===== config.mk =====
export PLATFORM = sky130hd
export DESIGN_NAME = raw_data_serializer_fsm
export DESIGN_NICKNAME = d
export VERILOG_FILES = /design/src/rtl/raw_data_serializer_fsm_pkg.sv /design/src/rtl/raw_data_serializer_fsm_lane_scan.sv /design/src/rtl/raw_data_serializer_fsm.sv
export SDC_FILE = /design/constraint.sdc
export NUM_CORES = 1
export LEC_CHECK = 0
export ABC_AREA = 1
export CORE_MARGIN = 1.5
export CORE_UTILIZATION = 47
export CTS_CLUSTER_SIZE = 28
export DETAILED_ROUTE_END_ITERATION = 8
export PLACE_DENSITY = 0.76
export SETUP_SLACK_MARGIN = 0.1
export SLEW_MARGIN = 0
export SYNTH_ARGS = -nofsm -noshare
export SYNTH_HDL_FRONTEND = slang
export SYNTH_SLANG_ARGS = --single-unit

===== constraint.sdc =====
create_clock -name clk -period 1.87 [get_ports clk]
set_clock_uncertainty 0.1 [all_clocks]
set_input_delay 0.187 -clock clk [delete_from_list [all_inputs] [get_ports clk]]
set_output_delay 0.187 -clock clk [all_outputs]
set_load 0.02 [all_outputs]

===== src/rtl/raw_data_serializer_fsm_pkg.sv =====
// Shared types for the raw-data serializer: FSM state encoding and the
// strobe-handling mode constants used to configure lane skipping.
package raw_data_pkg;

  typedef enum logic [1:0] {
    ST_INIT = 2'd0,
    ST_IDLE = 2'd1,
    ST_PUSH = 2'd2
  } state_e;

  localparam bit SKIP_MODE_ALL    = 1'b0;
  localparam bit SKIP_MODE_STROBE = 1'b1;

endpackage


===== src/rtl/raw_data_serializer_fsm_lane_scan.sv =====
// Combinational set-bit finder: lowest set bit of a mask, and the next set
// bit strictly above a start index (never wraps back to lane 0).
module lane_scan #(
  parameter  int NUM_LANES = 4,
  localparam int IDX_W     = $clog2(NUM_LANES)
) (
  input  logic [NUM_LANES-1:0] mask,
  input  logic [IDX_W-1:0]     start_idx,
  output logic [IDX_W-1:0]     next_idx,
  output logic                 next_valid,
  output logic [IDX_W-1:0]     low_idx
);

  // Scanning downward lets the last hit be the lowest qualifying lane.
  always_comb begin
    next_idx   = '0;
    next_valid = 1'b0;
    low_idx    = '0;
    for (int i = NUM_LANES - 1; i >= 0; i--) begin
      if (mask[i]) begin
        low_idx = IDX_W'(i);
        if (i > int'(start_idx)) begin
          next_idx   = IDX_W'(i);
          next_valid = 1'b1;
        end
      end
    end
  end

endmodule


===== src/rtl/raw_data_serializer_fsm.sv =====
// Pops one multi-lane entry from the raw-data input FIFO and pushes its
// strobed lanes, one per cycle, into the raw-data output FIFO.
module raw_data_serializer_fsm
  import raw_data_pkg::*;
#(
  parameter  int NUM_LANES  = 4,
  parameter  bit SKIP_EMPTY = 1'b1,
  parameter  int CNT_W      = 16,
  localparam int IDX_W      = $clog2(NUM_LANES)
) (
  input  logic                 clk,
  input  logic                 reset,
  input  logic                 in_fifo_empty,
  input  logic [NUM_LANES-1:0] in_wstrb,
  output logic                 in_pop,
  input  logic                 out_fifo_full,
  output logic                 out_fifo_clr,
  output logic                 out_index_clr,
  output logic [IDX_W-1:0]     lane_sel,
  output logic                 push_enable,
  output logic                 encoding,
  output logic                 word_done,
  output logic [CNT_W-1:0]     word_count,
  output logic [CNT_W-1:0]     drop_count
);

  state_e                 state_q, state_d;
  logic [IDX_W-1:0]       lane_idx_q, lane_idx_d;
  logic [NUM_LANES-1:0]   strb_q, strb_d;
  logic [CNT_W-1:0]       word_count_q, word_count_d;
  logic [CNT_W-1:0]       drop_count_q, drop_count_d;

  logic [NUM_LANES-1:0]   eff_strb;
  logic [IDX_W-1:0]       eff_low_idx;
  logic [IDX_W-1:0]       eff_next_idx;
  logic                   eff_next_valid;
  logic [IDX_W-1:0]       strb_next_idx;
  logic                   strb_next_valid;
  logic [IDX_W-1:0]       strb_low_idx;
  logic                   unused_scan;
  logic                   take_next;

  // With skipping disabled every lane of every entry is pushed.
  assign eff_strb = (SKIP_EMPTY == SKIP_MODE_STROBE) ? in_wstrb : '1;

  lane_scan #(.NUM_LANES(NUM_LANES)) u_eff_scan (
    .mask       (eff_strb),
    .start_idx  ('0),
    .next_idx   (eff_next_idx),
    .next_valid (eff_next_valid),
    .low_idx    (eff_low_idx)
  );

  lane_scan #(.NUM_LANES(NUM_LANES)) u_strb_scan (
    .mask       (strb_q),
    .start_idx  (lane_idx_q),
    .next_idx   (strb_next_idx),
    .next_valid (strb_next_valid),
    .low_idx    (strb_low_idx)
  );

  assign unused_scan = ^{eff_next_idx, eff_next_valid, strb_low_idx};

  always_ff @(posedge clk) begin
    if (reset) begin
      state_q      <= ST_INIT;
      lane_idx_q   <= '0;
      strb_q       <= '0;
      word_count_q <= '0;
      drop_count_q <= '0;
    end else begin
      state_q      <= state_d;
      lane_idx_q   <= lane_idx_d;
      strb_q       <= strb_d;
      word_count_q <= word_count_d;
      drop_count_q <= drop_count_d;
    end
  end

  always_comb begin
    state_d       = state_q;
    lane_idx_d    = lane_idx_q;
    strb_d        = strb_q;
    word_count_d  = word_count_q;
    drop_count_d  = drop_count_q;
    in_pop        = 1'b0;
    out_fifo_clr  = 1'b0;
    out_index_clr = 1'b0;
    lane_sel      = '0;
    push_enable   = 1'b0;
    encoding      = 1'b0;
    word_done     = 1'b0;
    take_next     = 1'b0;

    case (state_q)
      ST_INIT: begin
        out_fifo_clr  = 1'b1;
        out_index_clr = 1'b1;
        lane_idx_d    = '0;
        strb_d        = '0;
        word_count_d  = '0;
        drop_count_d  = '0;
        state_d       = ST_IDLE;
      end
      ST_IDLE: begin
        take_next = 1'b1;
      end
      ST_PUSH: begin
        encoding = 1'b1;
        lane_sel = lane_idx_q;
        if (!out_fifo_full) begin
          push_enable = 1'b1;
          if (strb_next_valid) begin
            lane_idx_d = strb_next_idx;
          end else begin
            word_done    = 1'b1;
            word_count_d = word_count_q + 1'b1;
            take_next    = 1'b1;
          end
        end
      end
      default: begin
        state_d = ST_INIT;
      end
    endcase

    // Shared load path so a finishing word can chain into the next entry.
    if (take_next) begin
      if (in_fifo_empty) begin
        state_d = ST_IDLE;
      end else begin
        in_pop = 1'b1;
        if (eff_strb == '0) begin
          drop_count_d = drop_count_q + 1'b1;
          state_d      = ST_IDLE;
        end else begin
          strb_d     = eff_strb;
          lane_idx_d = eff_low_idx;
          state_d    = ST_PUSH;
        end
      end
    end
  end

  assign word_count = word_count_q;
  assign drop_count = drop_count_q;

endmodule

==> impl_metrics.env, run 1 <==
export IMPL_htreeDepth=2
export IMPL_die_w_um=75.6
export IMPL_synth_area_sq_um=2480
export IMPL_total_power_w=0.00265
export IMPL_ios=48
export IMPL_cts_tree="done"
export IMPL_slew_headroom_pct=77.6
export IMPL_async_reset_ff_share_pct=0
export IMPL_swShare_pct=36.4
export IMPL_die_h_um=75.6
export IMPL_globalRouteTotalUtil_pct=23.8
export IMPL_final_period_utilization_pct=94.0
export IMPL_crit_arrival_ns=1.47
export IMPL_hold_class="register to register"
export IMPL_cp_end_kind="output port"
export IMPL_hold_slack_ns=0.403
export IMPL_io_buffers=47
export IMPL_crit_fanout=2
export IMPL_grt_antenna_before_repair=0
export IMPL_viasPerCell=5.08
export IMPL_cp_start_kind="register"
export IMPL_yosysTopAreaCellShare_pct=31.5
export IMPL_num_vias=2720
export IMPL_drive_gt1_share_pct=20.0
export IMPL_pwr_share_clk_pct=27.1
export IMPL_synthFlopType="dfxtp_1"
export IMPL_yosysUniqueCellTypes=36
export IMPL_syn_avg_cell_area_sq_um=6.54
export IMPL_crit_type="register to output port"
export IMPL_cap_violations=0
export IMPL_finalInstanceArea_sq_um=3490
export IMPL_n_fill_cell=450
export IMPL_globalplace_congestion=0.901
export IMPL_wl_per_cell_um=12.2
export IMPL_synth_warnings=0
export IMPL_fp_coreArea_sq_um=5110
export IMPL_power_switching_w=0.000965
export IMPL_grt_max_degree=21
export IMPL_cts_buffers_inserted=5
export IMPL_dieArea_sq_um=5720
export IMPL_drt_iter0_markers=168
export IMPL_crit_family="simple AND/OR/NAND/NOR gates"
export IMPL_drt_first_pass_iters=5
export IMPL_irDropWorstVdd_mv=0.429
export IMPL_drv_slew=0
export IMPL_drtAntennaViolNets=0
export IMPL_p_int_w=0.00169
export IMPL_synth_edff_count=0
export IMPL_place_hpwl_um=4910
export IMPL_cts_hold_repair_buffers=0
export IMPL_grt_pass1_wl_um=10600
export IMPL_crit_path_cell_trace="inv_2 -> ha_4 -> inv_4 -> nor2_8 -> nand4_4 -> nand2_4 -> nand2_4 -> nor2_8 -> buf_6"
export IMPL_fin_crit_ns=1.76
export IMPL_hold_path_startpoint="drop_count[1]"
export IMPL_grt_ovfl_total=0
export IMPL_clk_latency_ns=0.30
export IMPL_cp_data_required_time_ns=1.58
export IMPL_tightest_slew_ns=0.336
export IMPL_initial_core_util_pct=48.6
export IMPL_grt_pass1_vias=2474
export IMPL_fmax_mhz=569
export IMPL_synthCells=379
export IMPL_critPathLaunch="state_q[0]"
export IMPL_route_final_wire_length_um=6510
export IMPL_yosys_register_bits=39
export IMPL_power_density_nw_per_um2=759
export IMPL_seq_power_share_pct=32.8
export IMPL_grt_setup_unrepaired="true"
export IMPL_antenna_cells=0
export IMPL_netlist_top_cell_by_area="dfxtp_1"
export IMPL_cts_root_buf="clkbuf_8"
export IMPL_ys_seq_area_share_pct=31.5
export IMPL_synthToLayoutAreaGrowth_pct=40.9
export IMPL_critPathBufInv=3
export IMPL_final_util_pct=68.4
export IMPL_cts_max_path_buffers=2
export IMPL_route_detailed_drc=0
export IMPL_hold_viol=0
export IMPL_slowest_delay_ns=0.33
export IMPL_status="finished clean"
export IMPL_synth_fp_nets=392
export IMPL_rows=26
export IMPL_setup_viol=0
export IMPL_place_area_sq_um=3310
export IMPL_cts_sinks=39
export IMPL_path_clk_slew_ns=0.08
export IMPL_p_comb_share_pct=40.1
export IMPL_reg2reg_from="state_q[0]"
export IMPL_finalNetCount=477
export IMPL_setup_tns_final_ns=0
export IMPL_p_leak_nw=1.42
export IMPL_critical_path_slowest_cell="dfxtp_2"
export IMPL_synth_area_leaders="dfxtp_1 31%, nand2_1 15%, nand3_1 7.1%, inv_1 6.8%, nor2_1 6.2%"
[logic make-up after synthesis]
family / share of synthesized area (%)
XOR/XNOR: 1.41
flip-flops: 31.5
adder cells (fa/ha/maj): 2.52
AO/OA/AOI/OAI: 12.5
AND/OR/NAND/NOR: 42.5
buffers and inverters: 9.64
[final timing paths]
kind | endpoint | slack, ns | depth (start not counted)
max | in_pop | 0.11 | 9
min | drop_count[1] | 0.40 | 2
max reg2reg | drop_count[4] | 0.20 | 11
min reg2reg | drop_count[1] | 0.40 | 2
[layer usage]
metal / vias up / global-route usage [%] / share of wire [%]
met5: - / 0 / 0
met1: 1225 / 30.6 / 44
met4: 0 / 7.34 / 1.4
li1: 1397 / - / -
met2: 87 / 40.5 / 49
met3: 11 / 4.37 / 5.7
[Yosys cell counts, types with 3 or more instances]
library cell / n
a31oi_1: 3
nand3_1: 35
inv_1: 45
nand2_4: 3
a21oi_1: 29
nand4_1: 10
nor3_1: 9
nor2_1: 41
dfxtp_1: 39
clkbuf_1: 4
nand2_2: 3
nand2_1: 101
xor2_1: 4
nor3_2: 4
ha_1: 5
o21ai_0: 16
[repair_timing]
action                     CTS  global route
setup buffers                0             0
pin swaps                    1             3
setup endpoints to repair   20            29
gates resized for setup     23            21
[power groups by stage]
| stage | combinational, W | clock [W] | sequential (W) |
|---|---|---|---|
| floorplan | 0.000571 | 0 | 0.000890 |
| global placement | 0.00100 | 0 | 0.000887 |
| detailed placement | 0.00100 | 0 | 0.000889 |
| CTS | 0.00100 | 0.000730 | 0.000869 |
| global route | 0.00115 | 0.000757 | 0.000872 |
| finish | 0.00106 | 0.000720 | 0.000870 |
[cell type report]
| class | instances | area [sq um] | share of cell area, % |
|---|---|---|---|
| inverters | 50 | 193 | 5.51 |
| multi-input cells | 282 | 1540 | 44.1 |
| clock buffers | 5 | 68.8 | 1.97 |
| clock inverters | 3 | 43.8 | 1.25 |
| flip-flops and latches | 39 | 788 | 22.6 |
| repair buffers | 86 | 771 | 22.1 |
| well taps | 70 | 87.6 | 2.51 |
[tightest hold or removal path, delay by kind of cell (launching register included)]
kind	cells	cell delay, ns
AOI/OAI and AO/OA	1	0.05
and+or+nand+nor	1	0.07
DFF	1	0.35
[cell usage in the layout, fill, tap and decap left out, types with 5 or more instances in the layout]
master            n
nand2_1          98
inv_1            42
nor2_1           39
clkdlybuf4s50_1  39
buf_4            37
nand3_1          35
dfxtp_1          33
a21oi_1          29
o21ai_0          15
nand4_1          10
nor3_1            7
nand2_2           6
dfxtp_2           6
nor3_2            5
clkbuf_8          5
dlygate4sd2_1     5
[stage by stage]
| stage | setup slack, ns | std cells |
|---|---|---|
| CTS | 0.0895 | 535 |
| global route | 0.0449 | 535 |
| global placement | -0.262 | 527 |
| detailed placement | -0.279 | 527 |
| finish | 0.112 | 535 |
| floorplan | 0.0909 | 379 |
[state kept, by name (all words and copies together), names as in the netlist]
register / flops
strb_q: 3
state_q: 2
drop_count: 16
lane_idx_q: 2
word_count: 16
Note: power is estimated with default switching activity, not from simulation.
==> inputs of run 2 (changes only) <==
--- a/config.mk
+++ b/config.mk
@@ -6,6 +6,7 @@
 export NUM_CORES = 1
 export LEC_CHECK = 0
 export ABC_AREA = 1
+export CAP_MARGIN = 20
 export CORE_MARGIN = 1.5
 export CORE_UTILIZATION = 47
 export CTS_CLUSTER_SIZE = 28
==> results of run 2 <==
The final DEF is identical to that of run 1; final timing and power are the same.
==> RTL change (flow settings as in run 2) <==
`SKIP_EMPTY`: 1'b1 -> 1'b0.
--- a/src/rtl/raw_data_serializer_fsm.sv
+++ b/src/rtl/raw_data_serializer_fsm.sv
@@ -6,3 +6,3 @@
   parameter  int NUM_LANES  = 4,
-  parameter  bit SKIP_EMPTY = 1'b1,
+  parameter  bit SKIP_EMPTY = 1'b0,
   parameter  int CNT_W      = 16,
Behaviour: not the same (a bounded check fails within 4 cycles, from zero or initial values and one cycle with reset high).
==> RTL change against run 2 <==
Synthesized cell count is 42% lower; core utilization is 2.3 points lower; power is 41% lower; sequential cell count is 16 lower; cell area is 42% lower; worst setup slack better by 3.7 ps; die area is 37% lower; largest cell class unchanged; highest routed layer unchanged; wire length is 46% lower; first-iteration DRC count is 80% lower; count of clock-buffer cells in the layout is 2 lower; area after synthesis is 38% lower.
==> RTL change: results (changes against run 2) <==
* Status: complete, no violations (unchanged)
* DRT iter0 DRCs at 33 (was 168)
* Critical path's top delay family: buffers and inverters (was simple AND/OR/NAND/NOR gates)
* First-pass GRT wire length at 5590 um (was 10600 um)
* Worst hold slack at 408 ps (was 403 ps)
* TritonCTS buffer count at 3 (was 5)
* H-Tree Depth at 1 (was 2)
* DP Wirelength at 2540 um (was 4910 um)
* Flop pwr share at 33.9% (was 32.8%)
* FF-to-FF path depth at 7 (was 11)
* Routability cong. at 0.850 (was 0.901)
* Via count at 1477 (was 2720)
* Sequential fraction of the synthesis area at 30.0% (was 31.5%)
* Fmax at 570 MHz (was 569 MHz)
* CTS clk-pin slew, worst paths at 130 ps (was 80 ps)
* Clk power at 0.248 mW (was 0.720 mW)
* Gr usage total at 20.4% (was 23.8%)
* Largest net degree at the start of global routing at 22 (was 21)
* WL final at 3520 um (was 6510 um)
* Hold Startpoint: strb_q[3] (was drop_count[1])
* Pre-antenna DRT Iters at 4 (was 5)
* R2R Path Start: word_count[1] (was state_q[0])
* Post-synthesis adder-cell area fraction at 3.26% (was 2.52%)
* Complex-gate fraction of the synthesized area at 13.1% (was 12.5%)
* Placed cell area at 1880 um^2 (was 3310 um^2)
* CP max stage delay at 350 ps (was 330 ps)
* Post-synthesis xor/xnor area fraction at 0% (was 1.41%)
* Fill cells at 295 (was 450)
==> RTL change: cell count changes in the layout (fill, tap and decap cells not counted), moves of 10 or more <==
| cell | before | now |
|---|---|---|
| nand2_1 | 98 | 53 |
| inv_1 | 42 | 15 |
| clkdlybuf4s50_1 | 39 | 15 |
| nand3_1 | 35 | 11 |
| buf_4 | 37 | 16 |
| a21oi_1 | 29 | 12 |
| conb_1 | 0 | 16 |
| nor2_1 | 39 | 24 |
| dfxtp_1 | 33 | 19 |
| o21ai_0 | 15 | 5 |
==> RTL change: per-layer routing <==
layer | share of wire, % | wire length, um | GRT usage, % | vias to the layer above
met5 | 0 | 0 | 0 | -
li1 | - | - | - | 762
met3 | 4.0 | 140 | 4.11 | 4
met4 | 0.82 | 29 | 7.30 | 0
met1 | 43 | 1520 | 24.0 | 677
met2 | 52 | 1830 | 36.2 | 34
==> RTL change: area by class of cell <==
type                       instances  area, um^2  area share, %
clock inverter                     1        5.00          0.246
tap                               44        55.1           2.71
sequential                        23         465           22.9
timing repair buffer              46         435           21.4
multi-input combinational        165         953           46.9
inverter                          24        97.6           4.80
clock buffer                       3        22.5           1.11
==> RTL change: repair_timing <==
| item | CTS | global route |
|---|---|---|
| cloned | 0 | 0 |
| setup endpoints to repair | 22 | 25 |
| gates resized for setup | 37 | 20 |
| pin swaps | 2 | 2 |
| buffers inserted | 2 | 3 |
==> RTL change: how the worst max path moves through the flow <==
stage / from / depth (start not counted) / end
after floorplan: state_q[0] / 8 / in_pop
after global placement: out_fifo_full / 7 / in_pop
after detailed placement: out_fifo_full / 7 / in_pop
after CTS: state_q[0] / 9 / word_done
after global routing: lane_idx_q[1] / 9 / word_done
final: state_q[0] / 9 / word_done
